===== config.mk =====
export PLATFORM = sky130hd
export DESIGN_NAME = rnn_mem_arbiter
export DESIGN_NICKNAME = d
export VERILOG_FILES = /design/src/rtl/rnn_mem_arbiter.sv
export SDC_FILE = /design/constraint.sdc
export NUM_CORES = 1
export LEC_CHECK = 0
export ABC_AREA = 1
export BUFFER_PORTS_ARGS = -buffer_cell sky130_fd_sc_hd__buf_2
export CORE_AREA = 2 2 85 87
export DETAILED_ROUTE_END_ITERATION = 16
export DIE_AREA = 0 0 87 89
export PLACE_DENSITY = 0.89
export SLEW_MARGIN = 30
export SYNTH_ARGS = -nofsm -noshare
export SYNTH_HDL_FRONTEND = slang
export SYNTH_SLANG_ARGS = --single-unit

===== constraint.sdc =====
create_clock -name clk -period 3.81 [get_ports clk]
set_input_delay 0.381 -clock clk [delete_from_list [all_inputs] [get_ports clk]]
set_output_delay 0.381 -clock clk [all_outputs]
set_load 0.02 [all_outputs]

===== src/rtl/rnn_mem_arbiter.sv =====
// rtl/rnn_mem_arbiter.sv - two-requester arbiter for the single RNN memory port
//
// Shares one memory port between requester 0 (RNN compute core) and
// requester 1 (host weight/state loader). Round-robin arbitration, with a
// lock that keeps a burst on the same owner for a bounded number of
// contested grants. The memory command is registered; read data is routed
// back to the issuing requester through a 2-stage tag pipeline.
//
// Ports:
//   clk, reset                 clock, synchronous active-high reset
//   rN_req / rN_lock           request, hold grant for following cycles
//   rN_sel / rN_addr / rN_wdata  msel code, address, write data
//   rN_gnt                     combinational grant (accepted on req&gnt)
//   rN_rvalid / rN_rdata       read return for requester N
//   mce / msel / maddr / mdata_w  registered memory command
//   mdata_r                    memory read data, valid the cycle after mce
module rnn_mem_arbiter #(
  parameter int                AW        = 17,
  parameter int                DW        = 20,
  parameter int                SW        = 3,
  parameter logic [SW-1:0]     WR_SEL    = 3'b101,
  parameter logic [SW-1:0]     IDLE_SEL  = 3'b100,
  parameter int                MAX_BURST = 16
) (
  input  logic          clk,
  input  logic          reset,
  input  logic          r0_req,
  input  logic          r1_req,
  input  logic          r0_lock,
  input  logic          r1_lock,
  input  logic [SW-1:0] r0_sel,
  input  logic [SW-1:0] r1_sel,
  input  logic [AW-1:0] r0_addr,
  input  logic [AW-1:0] r1_addr,
  input  logic [DW-1:0] r0_wdata,
  input  logic [DW-1:0] r1_wdata,
  output logic          r0_gnt,
  output logic          r1_gnt,
  output logic          r0_rvalid,
  output logic          r1_rvalid,
  output logic [DW-1:0] r0_rdata,
  output logic [DW-1:0] r1_rdata,
  output logic          mce,
  output logic [SW-1:0] msel,
  output logic [AW-1:0] maddr,
  output logic [DW-1:0] mdata_w,
  input  logic [DW-1:0] mdata_r
);

  localparam int            CW          = $clog2(MAX_BURST) + 1;
  localparam logic [CW-1:0] BURST_LIMIT = CW'(MAX_BURST - 1);
  localparam logic [CW-1:0] CNT_MAX     = {CW{1'b1}};

  logic          last;         // winner of the most recent accepted request
  logic          prev_acc;     // a request was accepted at the previous edge
  logic          lock_active;  // previous accepted request carried lock
  logic [CW-1:0] burst_cnt;

  logic          t1_valid, t1_id;
  logic          t2_valid, t2_id;

  logic          win;
  logic          accept;
  logic          w_lock;
  logic          other_req;
  logic [SW-1:0] w_sel;
  logic [AW-1:0] w_addr;
  logic [DW-1:0] w_wdata;

  always_comb begin
    win = 1'b0;
    if (r0_req && r1_req) begin
      // The locked owner keeps the port until its contested streak is used up.
      if (lock_active && (burst_cnt < BURST_LIMIT)) begin
        win = last;
      end else begin
        win = ~last;
      end
    end else if (r1_req) begin
      win = 1'b1;
    end

    r0_gnt    = r0_req & ~win;
    r1_gnt    = r1_req & win;
    // Grants raised while reset is sampled are not accepted.
    accept    = (r0_req | r1_req) & ~reset;
    w_lock    = win ? r1_lock  : r0_lock;
    other_req = win ? r0_req   : r1_req;
    w_sel     = win ? r1_sel   : r0_sel;
    w_addr    = win ? r1_addr  : r0_addr;
    w_wdata   = win ? r1_wdata : r0_wdata;
  end

  always_ff @(posedge clk) begin
    if (reset) begin
      mce         <= 1'b0;
      msel        <= IDLE_SEL;
      maddr       <= '0;
      mdata_w     <= '0;
      last        <= 1'b1;
      prev_acc    <= 1'b0;
      lock_active <= 1'b0;
      burst_cnt   <= '0;
      t1_valid    <= 1'b0;
      t1_id       <= 1'b0;
      t2_valid    <= 1'b0;
      t2_id       <= 1'b0;
    end else begin
      mce         <= accept;
      msel        <= accept ? w_sel : IDLE_SEL;
      if (accept) begin
        maddr   <= w_addr;
        mdata_w <= w_wdata;
        last    <= win;
      end
      prev_acc    <= accept;
      lock_active <= accept & w_lock;

      // Streak of back-to-back grants to the same winner under competition;
      // an uncontested grant restarts the streak at zero.
      if (accept && other_req && prev_acc && (win == last)) begin
        if (burst_cnt != CNT_MAX) begin
          burst_cnt <= burst_cnt + 1'b1;
        end
      end else begin
        burst_cnt <= '0;
      end

      t1_valid <= accept && (w_sel != WR_SEL);
      t1_id    <= win;
      t2_valid <= t1_valid;
      t2_id    <= t1_id;
    end
  end

  assign r0_rvalid = t2_valid & ~t2_id;
  assign r1_rvalid = t2_valid & t2_id;
  assign r0_rdata  = mdata_r;
  assign r1_rdata  = mdata_r;

endmodule


* Yosys cells after proc, flatten, opt, wreduce, memory -nomap -nowiden *
Index checks and enable logic that the tools add are counted.

operators by class
  $add $sub $neg = 1
  order comparisons = 1
  equal/unequal tests = 3
  muxes and demuxes = 8
  bitwise operators = 13
  reductions and logical operators = 8

operators with widths
  kind                                                        count
  two-way mux 20 bit                                          1
  two-way mux 17 bit                                          1
  bitwise AND 1 bit                                           6
  logical AND 1 bit                                           6
  inverter 1 bit                                              6
  adder 5 x 1 -> 5 bit, second input constant                 1
  less-than comparator 5 x 4 -> 1 bit, second input constant  1
  two-way mux 1 bit                                           5
  != test 5 bit, second input constant                        1
  OR reduction 2 bit                                          2
  two-way mux 3 bit                                           1
  != test 3 bit, second input constant                        1
  == test 1 bit                                               1
  OR 1 bit                                                    1

storage, ports and cells
  register bits after elaboration = 52
  input port bits = 106
  output and inout bits = 85
  logic and storage cells = 45

* Longest topological paths before layout *
Gate-level depths: netlist of run 1.

  word-level depth = 10
  mapped depth = 10
  gate-level depth less buffers = 10

* Least setup slack after synthesis of run 1 *
Ideal clock, no wire load.

  path kind = register to output
  start = register burst_cnt[4]
  end = output port r0_gnt
  arrival time = 1.218 ns
  required time = 3.429 ns
  slack = 2.211 ns
  stages on the path, launching flop included = 8
  path buffers = 0
  cell sequence = dfxtp_1 -> nor2_1 -> o21ai_1 -> nand2_2 -> nand3_4 -> nand2_4 -> inv_2 -> nor2_1

on the way
  longest elaborated chain between the ends = 6

RTL lines
  element                              RTL line  RTL
  from (decl)                          57        logic [CW-1:0] burst_cnt;
  from (signal assigned)               123       burst_cnt <= burst_cnt + 1'b1;
  less-than comparator 5 x 4 -> 1 bit  74        if (lock_active && (burst_cnt < BURST_LIMIT)) begin
  logical AND 1 bit                    74
  two-way mux 1 bit                    74
  two-way mux 1 bit                    72        if (r0_req && r1_req) begin
  inverter 1 bit                       83        r0_gnt = r0_req & ~win;
  bitwise AND 1 bit                    83
  to (decl)                            37        output logic r0_gnt,

No other way between the ends.

* Worst setup path in the final report of run 1 *
Ends and elaborated chain as after synthesis.

==> flow_summary.toml, run 1 <==
[run_status]
status = "finished, final reports clean"

[critical_path]
end_kind = "output pin"
crit_fanout = 46
critPathLaunchType = "flop"
cp.required_ns = 3.43
crit_arrival_ns = 2.42
ff2ff_path_depth = 9
crit_type = "reg -> out"

[floorplan]
initial_core_util_pct = 45.0
ios = 191
rows = 30
die-area_um2 = 7740
die_h_um = 89
die_w_um = 87
coreArea_um2 = 6720

[grt]
overflow = 0
antenna_found_initial = 0
met3_usage_pct = 3.97
grt_pass1_wl_mm = 11.2
track_usage_pct = 17.8
grt_max_degree = 47
grt.met1_usage_pct = 20.7
grt-busiest-layer = "met2"
grt_use_met2_pct = 32.3
grt_pass1_vias = 2583

[power]
p_per_area_nw_per_um2 = 399
p_total_mw = 1.39
ir_drop_mv = 0.226
leakagePower_nw = 2.00

[timing]
finalSetupTns_ns = 0
finClkSkew_ns = 0.00353
final.period_utilization_pct = 73.4
hold_viol_final = 0
final.min_clock_period_ns = 2.80
finalSetupViolCount = 0
fmax_mhz = 357
drv_slew = 0
layout_setup_ws_ns = 1.01
rsz0062_at_grt = "no"
slew_headroom_pct = 54.6
worstMarginPinSlew_ns = 0.681

[logic_synthesis]
syn_area_per_cell_um2 = 6.80
netlist_area_um2 = 3020
ys_warn_count = 0
syn_inst = 445
synth_most_common_cell = "inv_1"
synth.distinct_cells = 23
synth.top_cell.area_share_pct = 34.4
synth-edff-count = 0
synthArstFlopShare_pct = 0
synth_nets = 553
synth_area_leader_cell = "dfxtp_1"
synth_ff_type = "dfxtp_1"
synthTopCellsByArea = "dfxtp_1 (34%), nand3_1 (12%), inv_1 (11%)"
yosysSeqAreaShare_pct = 34.4
ys_top_cells_by_count = "inv_1 (88), nand2_1 (83), nand3_1 (72)"
ys_ff_latch = 52

[drt]
drc = 0
ant_nets = 0
first_iter_violations = 133
wl_per_cell_um = 11.8
drt_wl_total_mm = 7.07
vias = 2848
vias_per_cell = 4.75
drt_first_pass_iters = 4

[place]
post_dp_cell_area_um2 = 3340
routabilityCongestion = 0.838
hpwlAfterDp_mm = 5.07
io_buffers = 130
dp_slack_ns = 1.36

[clock_tree]
post-cts-setup-buffers = 0
clk_latency_ns = 0.30
cts_resized = 0
clk_path_buf_depth = 2
cts_made_buffers = 5
cts_tree = "built"
cts_hold_buffers = 0
h-tree-depth = 2
cts_sinks = 52
cts-root-buf = "clkbuf_8"
clk_pin_slew_ns = 0.10

[layout]
drive_gt1_share_pct = 30.6
num-nets-final = 627
n_antenna_cell = 0
syn_to_final_growth_pct = 15.6
final_core_util_pct = 52.0
fin_area_um2 = 3490
fillers = 631
multiInputGateArea_um2 = 1180
area.sequential_um2 = 1040

[min_path]
min_path_type = "in -> reg"
min_path_cells = 3

[job]
drv_cap = 0
[per-layer routing]
layer,vias up,wire (um)
met2,99,3480
met3,14,460
met4,0,104
li1,1458,-
met1,1277,3030
met5,-,0
[cell families after synthesis]
family                   count (synthesis)  synth area share [%]
buffers and inverters                  156                  26.6
multiplexers                             2                 0.662
AND/OR/NAND/NOR                        188                  29.7
flip-flops                              52                  34.4
AO/OA/AOI/OAI                           42                  6.95
XOR/XNOR                                 3                 0.869
adder cells (fa/ha/maj)                  2                 0.827
[cell type report]
cell class              count  area share (%)
clock inverters             3            2.58
inverters                  90            9.67
repair buffers            133            19.3
clock buffers               5            1.97
flip-flops and latches     52            29.8
multi-input cells         237            33.9
well taps                  80            2.86
[path summary, 6_finish.rpt]
kind	start	endpoint	slack [ns]
max	burst_cnt[4]	r0_gnt	1.01
min	r1_addr[12]	maddr[12]	0.31
max reg2reg	burst_cnt[4]	burst_cnt[3]	1.52
min reg2reg	t1_id	t2_id	0.41
[critical path: stages, from the launching register on]
cell and delay, ns:
dfxtp_1 0.34, nor2_1 0.19, o21ai_1 0.11, nand2_2 0.09, nand3_4 0.39, nand2_4 0.59
inv_2 0.10, nor2_1 0.10, buf_2 0.16
[cell usage in the layout, fill, tap and decap left out, types with 3 or more instances in the layout]
| cell | synthesis | final |
|---|---|---|
| buf_2 | 10 | 130 |
| inv_1 | 88 | 88 |
| nand2_1 | 83 | 83 |
| nand3_1 | 72 | 72 |
| dfxtp_1 | 52 | 52 |
| a21oi_1 | 39 | 39 |
| nor2_1 | 16 | 16 |
| nand3_2 | 11 | 11 |
| clkbuf_8 | 0 | 5 |
| bufinv_16 | 0 | 3 |
| buf_4 | 43 | 3 |
[registers in the layout (all words and copies together), names as in the netlist]
signal	cells
lock_active	1
maddr	17
t2_id	1
prev_acc	1
last	1
t1_id	1
mdata_w	20
t2_valid	1
burst_cnt	5
t1_valid	1
msel	3
[power breakdown]
group	internal, mW	total (mW)	switching, mW
sequential	0.580	0.597	0.0173
clock	0.328	0.514	0.185
combinational	0.106	0.284	0.178
total	1.01	1.39	0.381
[metrics by stage]
| step | instances | hold WS [ns] |
|---|---|---|
| 6_report | 600 | 0.314 |
| 5_1_grt | 600 | 0.326 |
| 4_1_cts | 600 | 0.303 |
| 3_5_place_dp | 592 | 0.392 |
| 3_3_place_gp | 592 | 0.391 |
| 2_1_floorplan | 445 | 0.388 |
No activity file was read; power rests on OpenSTA's default activity.
==> run 2, diff against run 1 <==
Settings changed: ABC_AREA 1 to 0, CORE_AREA 2 2 85 87 to 2 2 88 90, DIE_AREA 0 0 87 89 to 0 0 90 92, PLACE_DENSITY 0.89 to 0.84.
Clock period 3.81 ns to 2.6 ns, I/O delays scaled along.
==> run 2 against run 1 <==
Compared with the run above:
- via count is 3.9% lower
- core utilization is 4.6 points lower
- clock skew is 0.0015 ns higher
- largest cell class unchanged
- sequential power is 49% higher
- setup slack worse by 0.61 ns
- power is 32% higher
- sequential cell count stayed put
- synthesized cell count is 25% lower
- critical path type unchanged
- worst hold slack worse by 0.078 ns
- first-iteration DRC count is 52% lower
==> flow_summary.toml, run 2 <==
[clock_tree]
cts_resized = 0
post-cts-setup-buffers = 0
cts-root-buf = "clkbuf_8"
clk_path_buf_depth = 2
cts_tree = "built"
cts_sinks = 52
cts_made_buffers = 5
clk_latency_ns = 0.29
cts_hold_buffers = 0
h-tree-depth = 2
clk_pin_slew_ns = 0.09

[power]
intPower_mw = 1.27
swShare_pct = 30.8
p_total_mw = 1.84
ir_drop_mv = 0.324
p_switching_mw = 0.567
leakagePower_nw = 1.58
p_comb_share_pct = 26.4
p_per_area_nw_per_um2 = 522
p_clk_share_pct = 25.2
p_seq_share_pct = 48.4

[grt]
overflow = 0
grt-busiest-layer = "met2"
antenna_found_initial = 0
grt_max_degree = 41
track_usage_pct = 18.0
grt_use_met2_pct = 32.0
met3_usage_pct = 4.27
grt_pass1_vias = 2748
grt.met1_usage_pct = 21.2
grt_pass1_wl_mm = 12.4

[logic_synthesis]
netlist_area_um2 = 3040
synth-edff-count = 0
yosysSeqAreaShare_pct = 34.2
ys_ff_latch = 52
synth_ff_type = "dfxtp_1"
synth_nets = 441
synth_area_leader_cell = "dfxtp_1"
synthTopCellsByArea = "dfxtp_1 (34%), a2111oi_2 (15%), buf_4 (11%)"
synth.distinct_cells = 42
ys_warn_count = 0
synth.top_cell.area_share_pct = 34.2
synth_most_common_cell = "nor2_1"
ys_top_cells_by_count = "nor2_1 (81), dfxtp_1 (52), buf_4 (46)"
synthArstFlopShare_pct = 0
syn_inst = 333
syn_area_per_cell_um2 = 9.13

[timing]
layout_setup_ws_ns = 0.399
fmax_mhz = 454
final.period_utilization_pct = 84.7
rsz0062_at_grt = "no"
worstMarginPinSlew_ns = 0.761
final.min_clock_period_ns = 2.20
finalSetupTns_ns = 0
drv_slew = 0
finClkSkew_ns = 0.00499
finalSetupViolCount = 0
slew_headroom_pct = 49.3
hold_viol_final = 0

[layout]
syn_to_final_growth_pct = 16.0
final_core_util_pct = 47.4
num-nets-final = 522
final_common_cell = "buf_2"
fillers = 732
layout_common_cells = "buf_2 (130), nor2_1 (80), dfxtp_1 (52)"
largest_reg_flops = 20
drive_gt1_share_pct = 46.0
top_regs = "mdata_w x20, maddr x17, burst_cnt x5"
n_antenna_cell = 0
largest-register = "mdata_w"

[drt]
wl_per_cell_um = 14.6
drc = 0
drt_first_pass_iters = 4
vias_per_cell = 5.29
ant_nets = 0
vias = 2737
drt_wl_total_mm = 7.55
first_iter_violations = 64

[floorplan]
rows = 32
die_h_um = 92
ios = 191
initial_core_util_pct = 40.8
die_w_um = 90
die-area_um2 = 8280
coreArea_um2 = 7450

[place]
hpwlAfterDp_mm = 5.56
routabilityCongestion = 0.865
io_buffers = 130
dp_slack_ns = 0.582

[critical_path]
end_kind = "output pin"
cp_cell_sequence = "nand4_4, mux2_4, nand2_4, inv_2, nor2_2, buf_2"
critPathMaxStageDelay_ns = 0.42
critPathLaunchType = "flop"
crit_type = "reg -> out"
crit_fanout = 23
crit_arrival_ns = 1.94
cp.required_ns = 2.34
slowest_stage = "dfxtp_1"

[min_path]
min_path_type = "in -> reg"

[run_status]
status = "finished, final reports clean"

[job]
drv_cap = 0
## run 2: cell count changes after synthesis, sizes merged, moves of 5 or more
cell,previous run,this run
a21oi,39,4
nand3,84,6
nand2,86,4
nor3,0,40
buf,59,53
nor2,17,82
clkbuf,7,12
nor2b,0,7
a2111oi,0,37
inv,90,5
## run 2: layout make-up
type                       instances  area, um^2  area share, %
clock buffer                       8        90.1           2.55
inverter                           5        18.8          0.532
timing repair buffer             139         731           20.7
tap                              102         128           3.62
sequential                        52        1040           29.5
multi-input combinational        211        1520           43.1
## run 2: cell families after synthesis
group,Yosys count,share of synthesized area (%)
AND/OR/NAND/NOR,149,23.1
buffers and inverters,70,16.3
AO/OA/AOI/OAI,53,22.8
flip-flops,52,34.2
multiplexers,4,1.89
XOR/XNOR,3,0.864
adder cells (fa/ha/maj),2,0.823
## run 2: final timing paths
| path | start | to | slack [ns] | cells past startpoint |
|---|---|---|---|---|
| worst max-delay path | burst_cnt[2] | r0_gnt | 0.40 | 6 |
| worst min-delay path | r1_sel[0] | msel[0] | 0.24 | 3 |
| worst max register to register | burst_cnt[2] | maddr[16] | 0.60 | 5 |
| worst min register to register | t1_valid | t2_valid | 0.44 | 1 |
## run 2: stage by stage
step | area (um^2) | hold slack (ns) | instances
2_1_floorplan | 3040 | 0.407 | 333
3_3_place_gp | 3440 | 0.417 | 509
3_5_place_dp | 3440 | 0.424 | 509
4_1_cts | 3530 | 0.219 | 517
5_1_grt | 3530 | 0.228 | 517
6_report | 3530 | 0.236 | 517
## run 2: power groups by stage
stage / sequential, mW / combinational, mW / clock (mW)
global route: 0.900 / 0.525 / 0.520
global placement: 0.907 / 0.478 / 0
finish: 0.891 / 0.486 / 0.463
detailed placement: 0.910 / 0.488 / 0
floorplan: 0.977 / 0.345 / 0
CTS: 0.892 / 0.489 / 0.488
## run 2: routing by layer
layer / vias up / wire, um
li1: 1302 / -
met1: 1293 / 3090
met2: 122 / 3790
met3: 20 / 539
met4: 0 / 127
met5: - / 0
## run 2: worst max-delay path, delay by kind of cell (launching register included)
family / cells / cell delay, ns
and+or+nand+nor: 3 / 0.61
muxes: 1 / 0.38
buffers and inverters: 2 / 0.23
DFF: 1 / 0.42
